### src/rtl/dma_split_pkg.sv
// Shared types and helpers for the DMA burst splitter: FSM states, transfer
// direction, the latched request and the chunk-length clamp.
package dma_split_pkg;

  typedef enum logic [2:0] {
    IDLE    = 3'd0,
    RD_CTRL = 3'd1,
    RD_DATA = 3'd2,
    WR_CTRL = 3'd3,
    WR_DATA = 3'd4
  } state_e;

  typedef enum logic {
    READ  = 1'b0,
    WRITE = 1'b1
  } dir_e;

  typedef struct packed {
    logic [31:0] index;
    logic [8:0]  total;
    logic [2:0]  size;
  } req_t;

  function automatic logic [8:0] min_beats(input logic [8:0] remaining,
                                           input logic [8:0] max_beats);
    return (remaining < max_beats) ? remaining : max_beats;
  endfunction

endpackage

### src/rtl/dma_rr_arbiter2.sv
// Two-way round-robin grant between read and write requests; last_grant only
// moves when a grant is actually issued, so a grant doubles as the handshake.
module dma_rr_arbiter2
  import dma_split_pkg::*;
(
  input  logic clk,
  input  logic rst,
  input  logic en_i,
  input  logic req_rd_i,
  input  logic req_wr_i,
  output logic gnt_rd_o,
  output logic gnt_wr_o
);

  dir_e last_q;

  assign gnt_rd_o = en_i && req_rd_i && (!req_wr_i || (last_q == WRITE));
  assign gnt_wr_o = en_i && req_wr_i && (!req_rd_i || (last_q == READ));

  always_ff @(posedge clk or negedge rst) begin
    if (!rst) begin
      last_q <= WRITE;
    end else if (gnt_rd_o) begin
      last_q <= READ;
    end else if (gnt_wr_o) begin
      last_q <= WRITE;
    end
  end

endmodule

### src/rtl/dma_burst_splitter.sv
// Converts one AXI-style DMA request at a time into socket requests of at most
// MAX_BEATS beats, gating the data channels to the chunk currently in flight.
module dma_burst_splitter
  import dma_split_pkg::*;
#(
  parameter int DATA_WIDTH = 64,
  parameter int MAX_BEATS  = 16
) (
  input  logic                  clk,
  input  logic                  rst,
  input  logic                  in_rd_ctrl_valid,
  output logic                  in_rd_ctrl_ready,
  input  logic [31:0]           in_rd_ctrl_index,
  input  logic [31:0]           in_rd_ctrl_length,
  input  logic [2:0]            in_rd_ctrl_size,
  input  logic                  in_wr_ctrl_valid,
  output logic                  in_wr_ctrl_ready,
  input  logic [31:0]           in_wr_ctrl_index,
  input  logic [31:0]           in_wr_ctrl_length,
  input  logic [2:0]            in_wr_ctrl_size,
  output logic                  out_rd_ctrl_valid,
  input  logic                  out_rd_ctrl_ready,
  output logic [31:0]           out_rd_ctrl_index,
  output logic [31:0]           out_rd_ctrl_length,
  output logic [2:0]            out_rd_ctrl_size,
  output logic                  out_wr_ctrl_valid,
  input  logic                  out_wr_ctrl_ready,
  output logic [31:0]           out_wr_ctrl_index,
  output logic [31:0]           out_wr_ctrl_length,
  output logic [2:0]            out_wr_ctrl_size,
  input  logic                  sock_rd_chnl_valid,
  input  logic [DATA_WIDTH-1:0] sock_rd_chnl_data,
  output logic                  sock_rd_chnl_ready,
  output logic                  up_rd_chnl_valid,
  output logic [DATA_WIDTH-1:0] up_rd_chnl_data,
  input  logic                  up_rd_chnl_ready,
  output logic                  up_rd_last,
  input  logic                  up_wr_chnl_valid,
  input  logic [DATA_WIDTH-1:0] up_wr_chnl_data,
  output logic                  up_wr_chnl_ready,
  output logic                  sock_wr_chnl_valid,
  output logic [DATA_WIDTH-1:0] sock_wr_chnl_data,
  input  logic                  sock_wr_chnl_ready,
  output logic                  up_wr_last,
  output logic                  busy
);

  localparam int         SHIFT = $clog2(DATA_WIDTH / 8);
  localparam logic [8:0] MAXB  = 9'(MAX_BEATS);

  state_e      state_q;
  logic [31:0] idx_q;
  logic [8:0]  rem_q;
  logic [8:0]  chunk_q;
  logic [8:0]  len_q;
  logic [2:0]  size_q;

  logic        gnt_rd, gnt_wr;
  req_t        in_req;
  logic [8:0]  cur_len;
  logic        ctrl_hs, rd_beat, wr_beat;
  logic        unused_len;

  // Only AXI len[7:0] is meaningful; the upper bits are ignored.
  assign unused_len = ^{in_rd_ctrl_length[31:8], in_wr_ctrl_length[31:8]};

  dma_rr_arbiter2 u_arb (
    .clk      (clk),
    .rst      (rst),
    .en_i     (state_q == IDLE),
    .req_rd_i (in_rd_ctrl_valid),
    .req_wr_i (in_wr_ctrl_valid),
    .gnt_rd_o (gnt_rd),
    .gnt_wr_o (gnt_wr)
  );

  always_comb begin
    in_req = '0;
    if (gnt_rd) begin
      in_req.index = in_rd_ctrl_index >> SHIFT;
      in_req.total = {1'b0, in_rd_ctrl_length[7:0]} + 9'd1;
      in_req.size  = in_rd_ctrl_size;
    end else if (gnt_wr) begin
      in_req.index = in_wr_ctrl_index >> SHIFT;
      in_req.total = {1'b0, in_wr_ctrl_length[7:0]} + 9'd1;
      in_req.size  = in_wr_ctrl_size;
    end
  end

  assign cur_len = min_beats(rem_q, MAXB);
  assign ctrl_hs = ((state_q == RD_CTRL) && out_rd_ctrl_ready) ||
                   ((state_q == WR_CTRL) && out_wr_ctrl_ready);
  assign rd_beat = (state_q == RD_DATA) && sock_rd_chnl_valid && up_rd_chnl_ready;
  assign wr_beat = (state_q == WR_DATA) && up_wr_chnl_valid && sock_wr_chnl_ready;

  assign in_rd_ctrl_ready   = gnt_rd;
  assign in_wr_ctrl_ready   = gnt_wr;
  assign out_rd_ctrl_valid  = (state_q == RD_CTRL);
  assign out_rd_ctrl_index  = idx_q;
  assign out_rd_ctrl_length = {23'b0, cur_len};
  assign out_rd_ctrl_size   = size_q;
  assign out_wr_ctrl_valid  = (state_q == WR_CTRL);
  assign out_wr_ctrl_index  = idx_q;
  assign out_wr_ctrl_length = {23'b0, cur_len};
  assign out_wr_ctrl_size   = size_q;

  // Data channels are wired straight through only while their chunk is active.
  assign up_rd_chnl_valid   = (state_q == RD_DATA) && sock_rd_chnl_valid;
  assign sock_rd_chnl_ready = (state_q == RD_DATA) && up_rd_chnl_ready;
  assign up_rd_chnl_data    = sock_rd_chnl_data;
  assign up_rd_last         = (state_q == RD_DATA) && sock_rd_chnl_valid && (rem_q == 9'd1);
  assign sock_wr_chnl_valid = (state_q == WR_DATA) && up_wr_chnl_valid;
  assign up_wr_chnl_ready   = (state_q == WR_DATA) && sock_wr_chnl_ready;
  assign sock_wr_chnl_data  = up_wr_chnl_data;
  assign up_wr_last         = wr_beat && (rem_q == 9'd1);
  assign busy               = (state_q != IDLE);

  always_ff @(posedge clk or negedge rst) begin
    if (!rst) begin
      state_q <= IDLE;
      idx_q   <= '0;
      rem_q   <= '0;
      chunk_q <= '0;
      len_q   <= '0;
      size_q  <= '0;
    end else begin
      case (state_q)
        IDLE: begin
          if (gnt_rd || gnt_wr) begin
            idx_q   <= in_req.index;
            rem_q   <= in_req.total;
            size_q  <= in_req.size;
            state_q <= gnt_rd ? RD_CTRL : WR_CTRL;
          end
        end
        RD_CTRL, WR_CTRL: begin
          if (ctrl_hs) begin
            chunk_q <= cur_len;
            len_q   <= cur_len;
            state_q <= (state_q == RD_CTRL) ? RD_DATA : WR_DATA;
          end
        end
        RD_DATA, WR_DATA: begin
          if (rd_beat || wr_beat) begin
            chunk_q <= chunk_q - 9'd1;
            rem_q   <= rem_q - 9'd1;
            if (chunk_q == 9'd1) begin
              // Next chunk starts where this one ended; the index wraps mod 2^32.
              if (rem_q != 9'd1) begin
                idx_q   <= idx_q + {23'b0, len_q};
                state_q <= (state_q == RD_DATA) ? RD_CTRL : WR_CTRL;
              end else begin
                state_q <= IDLE;
              end
            end
          end
        end
        default: state_q <= IDLE;
      endcase
    end
  end

endmodule

### config.mk
export PLATFORM = sky130hd
export DESIGN_NAME = dma_burst_splitter
export DESIGN_NICKNAME = d
export VERILOG_FILES = /design/src/rtl/dma_split_pkg.sv /design/src/rtl/dma_rr_arbiter2.sv /design/src/rtl/dma_burst_splitter.sv
export SDC_FILE = /design/constraint.sdc
export NUM_CORES = 1
export LEC_CHECK = 0
export BUFFER_PORTS_ARGS = -buffer_cell sky130_fd_sc_hd__buf_2
export CORE_AREA = 4 4 208 210
export CTS_CLUSTER_DIAMETER = 80
export DETAILED_ROUTE_END_ITERATION = 16
export DIE_AREA = 0 0 212 214
export HOLD_SLACK_MARGIN = 0.15
export PLACE_DENSITY_LB_ADDON = 0.3
export SETUP_SLACK_MARGIN = 0.02
export SKIP_LAST_GASP = 1
export SYNTH_ARGS = -nofsm -noshare
export SYNTH_HDL_FRONTEND = slang
export SYNTH_SLANG_ARGS = --single-unit
export TNS_END_PERCENT = 1
### constraint.sdc
create_clock -name clk -period 3.2 [get_ports clk]
set_input_delay 0.32 -clock clk [delete_from_list [all_inputs] [get_ports clk]]
set_output_delay 0.32 -clock clk [all_outputs]
set_load 0.01 [all_outputs]
==> results of run 1 <==
power by group:
part           leakage [nW]  total (mW)  internal (mW)  switching (mW)
sequential            0.867        1.47           1.11           0.364
clock                 0.155        1.14          0.705           0.432
combinational          2.08        2.97           1.08            1.89
cell families (layout without fill, tap and decap cells):
logic type      count (synthesis)  in the layout  synth area share [%]
simple gates                  174            174                 14.36
flops                          66             66                 26.71
xor+xnor                       23             23                 3.255
compound gates                188            188                 21.03
buf+inv                       276            235                 30.69
other cells                     1             55               0.06060
fa+ha+maj                      16             16                 3.356
mux                             3              3                0.5459
state kept, by name, indices dropped and copies added (netlist names):
signal and flops:
out_rd_ctrl_index 32, chunk_q 9, len_q 9, rem_q 9, out_rd_ctrl_size 3, state_q 3
u_arb.last_q 1
synth_stat cells (2+ instances only):
cell	instances
nand3_1	23
and3_1	11
o211ai_1	7
a222oi_1	13
o41ai_1	4
nor2_1	37
nor3_2	2
o2bb2ai_1	4
o21ai_0	46
nand4_1	12
inv_1	22
a41oi_1	2
o22ai_1	5
o311ai_1	3
nor4_2	2
a2bb2oi_1	2
a211oi_1	2
clkbuf_1	14
o21ai_1	4
xor2_1	14
nor4_1	3
ha_1	15
mux2_2	3
a21o_1	8
or3_1	2
a32o_1	3
nand2_1	47
a31oi_1	8
and4_1	3
nor2b_1	4
xnor2_1	9
dfrtp_1	65
a22o_1	5
and2_1	13
a221o_1	2
nor3_1	7
buf_2	15
buf_4	223
a22oi_1	19
o31ai_1	3
a21oi_1	30
a221oi_1	3
o31a_1	4
how the worst min path moves through the flow:
stage          depth (start not counted)                  from                         endpoint  slack (ps)
2_1_floorplan                          0                   rst           chunk_q[0]$_DFFE_PN0P_          20
3_5_place_dp                           1  len_q[6]$_DFFE_PN0P_             len_q[6]$_DFFE_PN0P_         480
6_report                               3    in_rd_ctrl_size[2]  out_rd_ctrl_size[2]$_DFFE_PN0P_         190
5_1_grt                                2     out_wr_ctrl_ready           state_q[2]$_DFFE_PN0P_         180
3_3_place_gp                           1  len_q[5]$_DFFE_PN0P_             len_q[5]$_DFFE_PN0P_         470
4_1_cts                                3    in_rd_ctrl_size[2]  out_rd_ctrl_size[2]$_DFFE_PN0P_         160
per-stage QoR:
step	total power, mW	util, %
floorplan	3.656	-
global placement	4.539	15.12
detailed placement	4.553	15.12
CTS	5.760	15.93
global route	6.113	15.93
finish	5.581	15.94
critical path, cell delays in order (launching register included):
cell,delay (ps)
dfrtp_1,410
ha_1,240
fa_1,430
a211oi_1,280
o21ai_1,170
a221o_1,490
and4_1,280
a222oi_1,280
o2bb2ai_1,100
cell type report:
cell class,instances,area [µm²]
repair buffers,197,1046
clock buffers,10,239.0
diodes,1,2.502
flip-flops and latches,66,1653
multi-input cells,458,2839
clock inverters,6,88.84
well taps,539,674.4
fillers,4737,34950
inverters,22,82.58
per-layer routing:
| metal | track usage [%] | routed length [µm] | vias to the layer above |
|---|---|---|---|
| met2 | 16.19 | 11050 | 255 |
| li1 | - | - | 2395 |
| met4 | 4.214 | 746 | 0 |
| met5 | 0 | 0 | - |
| met3 | 3.032 | 1790 | 70 |
| met1 | 11.72 | 9506 | 2410 |
==> metrics.md, run 1 <==
| Metric | Value |
|---|---|
| CP Class | reg -> reg |
| Cell Count Post-Placement | between 1000 and 1500 |
| P_leak | about 3.1 nW |
| Final number of setup-violating endpoints | 0 |
| Final hold vios | 0 |
| Number of synthesized flops with an enable pin | 0 |
| I/O Pins | around 550 |
| GRT Overall Usage | approximately 10% |
| Die Wd | ~210 µm |
| Vias in the first global route | 4971 |
| Pre-CTS WS | 405.3 ps |
| Placed Area | 6285 µm² |
| Reg2reg setup slack | just under 400 ps |
| Nets | between 1000 and 1500 |
| Share of post-route cells with drive strength above 1 | 29.78% |
| Setup crit start | out_rd_ctrl_index[0]$_DFFE_PN0P_ |
| CTS-repair resized insts | 0 |
| Post-DR vias/cell | between 3 and 4 |
| Antenna viol nets, final | 0 |
| Worst setup EP type | register |
| Global-route wire length before repair | roughly 33000 µm |
| Sequential share of the synthesized area | between 20% and 30% |
| Commonest non-fill, non-tap cell in the layout | buf_2 |
| CTS tree | built |
| Drt pass-1 iters | 6 |
| Htree depth | 3 |
| Core area | just over 40000 µm² |
| Pin count of the biggest net entering global routing | 67 |
| Post-DP HPWL | 17970 µm |
| Layout Cells excl Fill | roughly 1300 |
| Final setup margin | 394.8 ps |
| Final instance area | around 6600 µm² |
| Clock Path Buffers | 2 |
| PD cells | 842.4 nW/µm² |
| Worst VDD drop | slightly above 0.3 mV |
| Reg-to-reg critical path endpoint | out_rd_ctrl_index[12]$_DFFE_PN0P_ |
| Slew @ Worst Pin | approximately 980 ps |
| Tmin final | 2805 ps |
| Critical path required time | roughly 3400 ps |
| Ys Warns | 0 |
| Total grt overflow | 0 |
| Buffers on Ports | 180 |
| Initial DRC count | about 260 |
| Max-slew violation count | 0 |
| Worst setup SP type | register |
| Layout area overhead | 7.056% |
| Final Skew | 9.943 ps |
| Async set-reset flop share out of synthesis | between 90% and 100% |
| Die ar. | around 45000 µm² |
| Yosys top cell area share | 27.05% |
| Worst slew margin | roughly a third |
| Syn Inst Count | ~750 |
| Wire per inst | approximately 18 µm |
| Root Driver | clkbuf_16 |
| Via count | a little over 5000 |
| Antenna violations before repair | 1 |
| Worst EP arrival | 3050 ps |
| Clk_lat worst skew | approximately 360 ps |
| Initial Util | about 15% |
| Worst hold slack | 195.0 ps |
| Most used DFF post-synth | dfrtp_1 |
| # hold bufs at CTS | 1 |
| Final Cycle Share | between 80% and 90% |
| Max_cap viols | 0 |
| Crit Path Max Fanout | 7 |
| Clock transition at path regs | about 60 ps |
| Syn_area_per_cell | 8.284 µm² |
| Post-Route WL | between 20000 and 25000 µm |
| Setup TNS | 0 ps |
| Fmax achieved | ~360 MHz |
| Setup crit end | out_rd_ctrl_index[12]$_DFFE_PN0P_ |
| Die Y | approximately 210 µm |
| Worst reg2reg path startpoint | out_rd_ctrl_index[0]$_DFFE_PN0P_ |
| R2R cell count | 8 |
| Clock Sinks | between 60 and 70 |
| Site Rows | 75 |
| Most frequent cells in the layout | buf_2 (179), dfrtp_1 (65), conb_1 (54), nand2_1 (47), o21ai_0 (46) |
| Synth area leader | buf_4 |
| Outcome | complete, no violations |
| Tightest Hold Check Type | in -> reg |
| Cell area after synthesis | between 6000 and 7000 µm² |
| Largest cells by area after synthesis | buf_4 (27%), dfrtp_1 (26%), o21ai_0 (3.7%) |
| Final GP Congestion | 0.7401 |
| Total CTS buffers | 9 |
| RSZ-0062 raised after global routing | false |
| Yosys cell types | 67 |
| Detailed-route DRC error count | 0 |
| Flops & latches, synth | 66 |
| Post CTS Setup Buffer Count | 0 |
Power figures use the tool's default switching activity.
==> run 2, diff against run 1 <==
--- a/config.mk
+++ b/config.mk
@@ -16,5 +16,6 @@
 export SKIP_LAST_GASP = 1
 export SYNTH_ARGS = -nofsm -noshare
 export SYNTH_HDL_FRONTEND = slang
+export SYNTH_HIERARCHICAL = 1
 export SYNTH_SLANG_ARGS = --single-unit
 export TNS_END_PERCENT = 1
==> run 2 against run 1 <==
Hold slack lost 71 ps. Combinational power up 40%. Critical path depth is 1 higher. Clock power barely moved. Global-route usage grew 0.32 points. Utilization is 0.83 points higher. Setup slack lost 160 ps. Total power rose by 22%. Critical path type unchanged. Cell count grew 3.4%.
==> metrics.md, run 2 <==
| Metric | Value |
|---|---|
| Pin count of the biggest net entering global routing | 67 (unchanged) |
| Worst setup EP type | register |
| Post CTS Setup Buffer Count | 0 (unchanged) |
| Tmin final | 2966 ps (+160.8 ps) |
| Filler Cells Inserted | 4708 (-0.61%) |
| Max-slew violation count | 0 (unchanged) |
| Worst hold slack | 124.2 ps (-70.76 ps) |
| Area occupied by multi-input gates | 3102 µm² (+9.3%) |
| Post-Route WL | 24020 µm (+4.0%) |
| Max FFs per register | 32 (unchanged) |
| Total CTS buffers | 9 (unchanged) |
| Final Cycle Share | 92.69% (+5.0 points) |
| Total grt overflow | 0 (unchanged) |
| Reg2reg setup slack | 230 ps (-160 ps) |
| GRT Overall Usage | 10.13% (+0.32 points) |
| Wire per inst | 17.88 µm (+0.60%) |
| Outcome | complete, no violations |
| Number of synthesized flops with an enable pin | 0 (unchanged) |
| Final hold vios | 0 (unchanged) |
| Sequential power share | 22.4% (-4.0 points) |
| RSZ-0062 raised after global routing | true |
| Buffers on Ports | 180 (unchanged) |
| Final Skew | 12.28 ps (+2.339 ps) |
| P_leak | 3.157 nW (+1.8%) |
| Largest cells by area after synthesis | buf_4 (26%), dfrtp_1 (25%), o21ai_0 (3.4%) |
| Initial DRC count | 331 (+28%) |
| Crit Path Max Fanout | 9 (+2) |
| Setup crit end | out_rd_ctrl_index[29]$_DFFE_PN0P_ |
| Antenna diodes | 0 (-1) |
| Setup crit start | state_q[0]$_DFFE_PN0P_ |
| Initial Util | 15.39% (+0.50 points) |
| Global-route wire length before repair | 34500 µm (+5.0%) |
| Root Driver | clkbuf_16 |
| FF/Latch Area | 1653 µm² (unchanged) |
| Reg-to-reg critical path endpoint | out_rd_ctrl_index[29]$_DFFE_PN0P_ |
| Yosys cell types | 72 (+7.5%) |
| Comb pwr share | 61.2% (+7.9 points) |
| Post-DR vias/cell | 4.051 (+2.6%) |
| CTS tree | built |
| Sw Ratio | 48.38% (+0.20 points) |
| Layout area overhead | 8.979% |
| Sequential share of the synthesized area | 25.84% (-0.87 points) |
| Fmax achieved | 337.2 MHz (-5.4%) |
| I/O Pins | 545 (unchanged) |
| Ys Warns | 6 (+6) |
| Yosys top cell area share | 26.17% (-0.88 points) |
| Clock Path Buffers | 2 (unchanged) |
| Tightest Hold Check Type | in -> async |
| Worst VDD drop | 0.2522 mV (-19%) |
| Most frequent cells in the layout | buf_2 (179), dfrtp_1 (65), nor2_1 (54), conb_1 (54), o21ai_0 (44) |
| Slew @ Worst Pin | 954.0 ps (-30.60 ps) |
| Worst reg2reg path startpoint | state_q[0]$_DFFE_PN0P_ |
| Flops & latches, synth | 66 (unchanged) |
| Final GP Congestion | 0.7839 (+5.9%) |
| Most used DFF post-synth | dfrtp_1 |
| Worst EP arrival | 3240 ps (+190 ps) |
| Worst slew margin | 36.40% (+2.0 points) |
| Die Y | 214 µm (unchanged) |
| Clock Sinks | 66 (unchanged) |
| R2R cell count | 9 (+1) |
| Via count | 5440 (+6.0%) |
| Vias in the first global route | 5346 (+7.5%) |
| Antenna violations before repair | 0 (-1) |
| Htree depth | 3 (unchanged) |
| Worst setup SP type | register |
| PD cells | 975.8 nW/µm² (+16%) |
| Max_cap viols | 0 (unchanged) |
| Drt pass-1 iters | 4 (-2) |
| Commonest non-fill, non-tap cell in the layout | buf_2 |
| CP Class | reg -> reg |
| Critical path required time | 3480 ps (+40 ps) |
| Clk_lat worst skew | 350 ps (about the same) |
| Syn Inst Count | 779 (+4.3%) |
| Internal power | 3.511 mW (+21%) |
| Post-DP HPWL | 19520 µm (+8.6%) |
| NetSw | 3.291 mW (+22%) |
| Nets | 1087 (+4.3%) |
| Share of post-route cells with drive strength above 1 | 30.97% (+1.2 points) |
| Die Wd | 212 µm (unchanged) |
| Layout Cells excl Fill | 1343 (+3.4%) |
| Cell Count Post-Placement | 1327 (+3.6%) |
| Die ar. | 45370 µm² (unchanged) |
| Clock power share | 16.4% (-4.0 points) |
| Most common cell in the netlist | buf_4 |
| Site Rows | 75 (unchanged) |
| Top cells by count, synth | buf_4 (223), dfrtp_1 (65), nor2_1 (55), o21ai_0 (44), nand2_1 (39) |
| Detailed-route DRC error count | 0 (unchanged) |
| Cell area after synthesis | 6396 µm² (+3.4%) |
| Core area | 41570 µm² (unchanged) |
| Clock transition at path regs | 70 ps (about the same) |
| Synth area leader | buf_4 |
| Syn_area_per_cell | 8.211 µm² (-0.89%) |
| Antenna viol nets, final | 0 (unchanged) |
| Async set-reset flop share out of synthesis | 100.0% (unchanged) |
| Final number of setup-violating endpoints | 0 (unchanged) |
## run 2: changes by cell type in the layout (fill, tap and decap cells not counted), moves of 8 or more
cell      previous run  this run
nor3_1               7        17
buf_4               16        31
nor2_1              37        54
a221oi_1             3        14
a22oi_1             19        11
a221o_1              2        12
a222oi_1            13         0
nand3_1             23        15
nand2_1             47        39
## run 2: how the worst min path moves through the flow
stage | from | end | cells after the start
after CTS | rst | out_rd_ctrl_index[10]$_DFFE_PN0P_ | 1
after floorplan | rst | chunk_q[0]$_DFFE_PN0P_ | 0
after detailed placement | len_q[8]$_DFFE_PN0P_ | len_q[8]$_DFFE_PN0P_ | 1
after global routing | rst | out_rd_ctrl_index[10]$_DFFE_PN0P_ | 1
after global placement | len_q[6]$_DFFE_PN0P_ | len_q[6]$_DFFE_PN0P_ | 1
final | rst | out_rd_ctrl_index[10]$_DFFE_PN0P_ | 1
## run 2: what timing repair did
item,4_1_cts,5_1_grt
hold endpoints to repair,0,0
hold buffers,0,0
resized for setup,0,1
endpoints found under the setup margin,0,9
## run 2: area by class of cell
class                      instances  area share [%]
clock inverter                     5           1.113
timing repair buffer             212           16.77
inverter                          14          0.7539
clock buffer                      11           3.482
multi-input combinational        496           44.50
sequential                        66           23.71
tap                              539           9.675
## run 2: power by group through the flow
| stage | Sequential (mW) | Clock, mW | Combinational (mW) |
|---|---|---|---|
| 2_1_floorplan | 1.50 | 0 | 2.98 |
| 3_3_place_gp | 1.54 | 0 | 4.24 |
| 3_5_place_dp | 1.55 | 0 | 4.25 |
| 4_1_cts | 1.54 | 1.15 | 4.26 |
| 5_1_grt | 1.59 | 1.19 | 4.67 |
| 6_report | 1.53 | 1.12 | 4.16 |
## run 2: per-stage QoR
step / utilization [%] / worst slack (ps) / power [mW] / area [µm²] / setup TNS (ps)
after floorplan: - / 111.6 / 4.487 / 6595 / 0
after global placement: 15.99 / 193.5 / 5.784 / 6646 / 0
after detailed placement: 15.99 / 196.5 / 5.805 / 6646 / 0
after CTS: 16.76 / 178.2 / 6.957 / 6967 / 0
after global routing: 16.77 / -47.19 / 7.454 / 6970 / -127.0
final: 16.77 / 234.0 / 6.802 / 6970 / 0
## run 2: layer usage
metal	part of all wire (%)	global-route usage, %
met1	37	11.08
met2	51	17.80
met3	9.2	3.720
met4	2.5	3.588
met5	0.24	0.8621
## run 2: cells by family (layout without fill, tap and decap cells)
family,Yosys count,count (layout),share of synthesized area [%]
simple gates,195,195,15.41
flops,66,66,25.84
fa+ha+maj,16,16,3.247
compound gates,202,202,22.09
buf+inv,270,242,29.17
other cells,1,54,0.05863
mux,7,7,1.174
xor+xnor,22,22,3.012
## run 2: worst max-delay path, stage by stage, from the launching register on
cell and delay [ps]:
dfrtp_1 380, or3_1 440, inv_1 220, nand2_1 140, a21oi_1 220, nor4_1 120
a211oi_2 440, o21ai_2 250, or4_1 550, a21oi_1 150
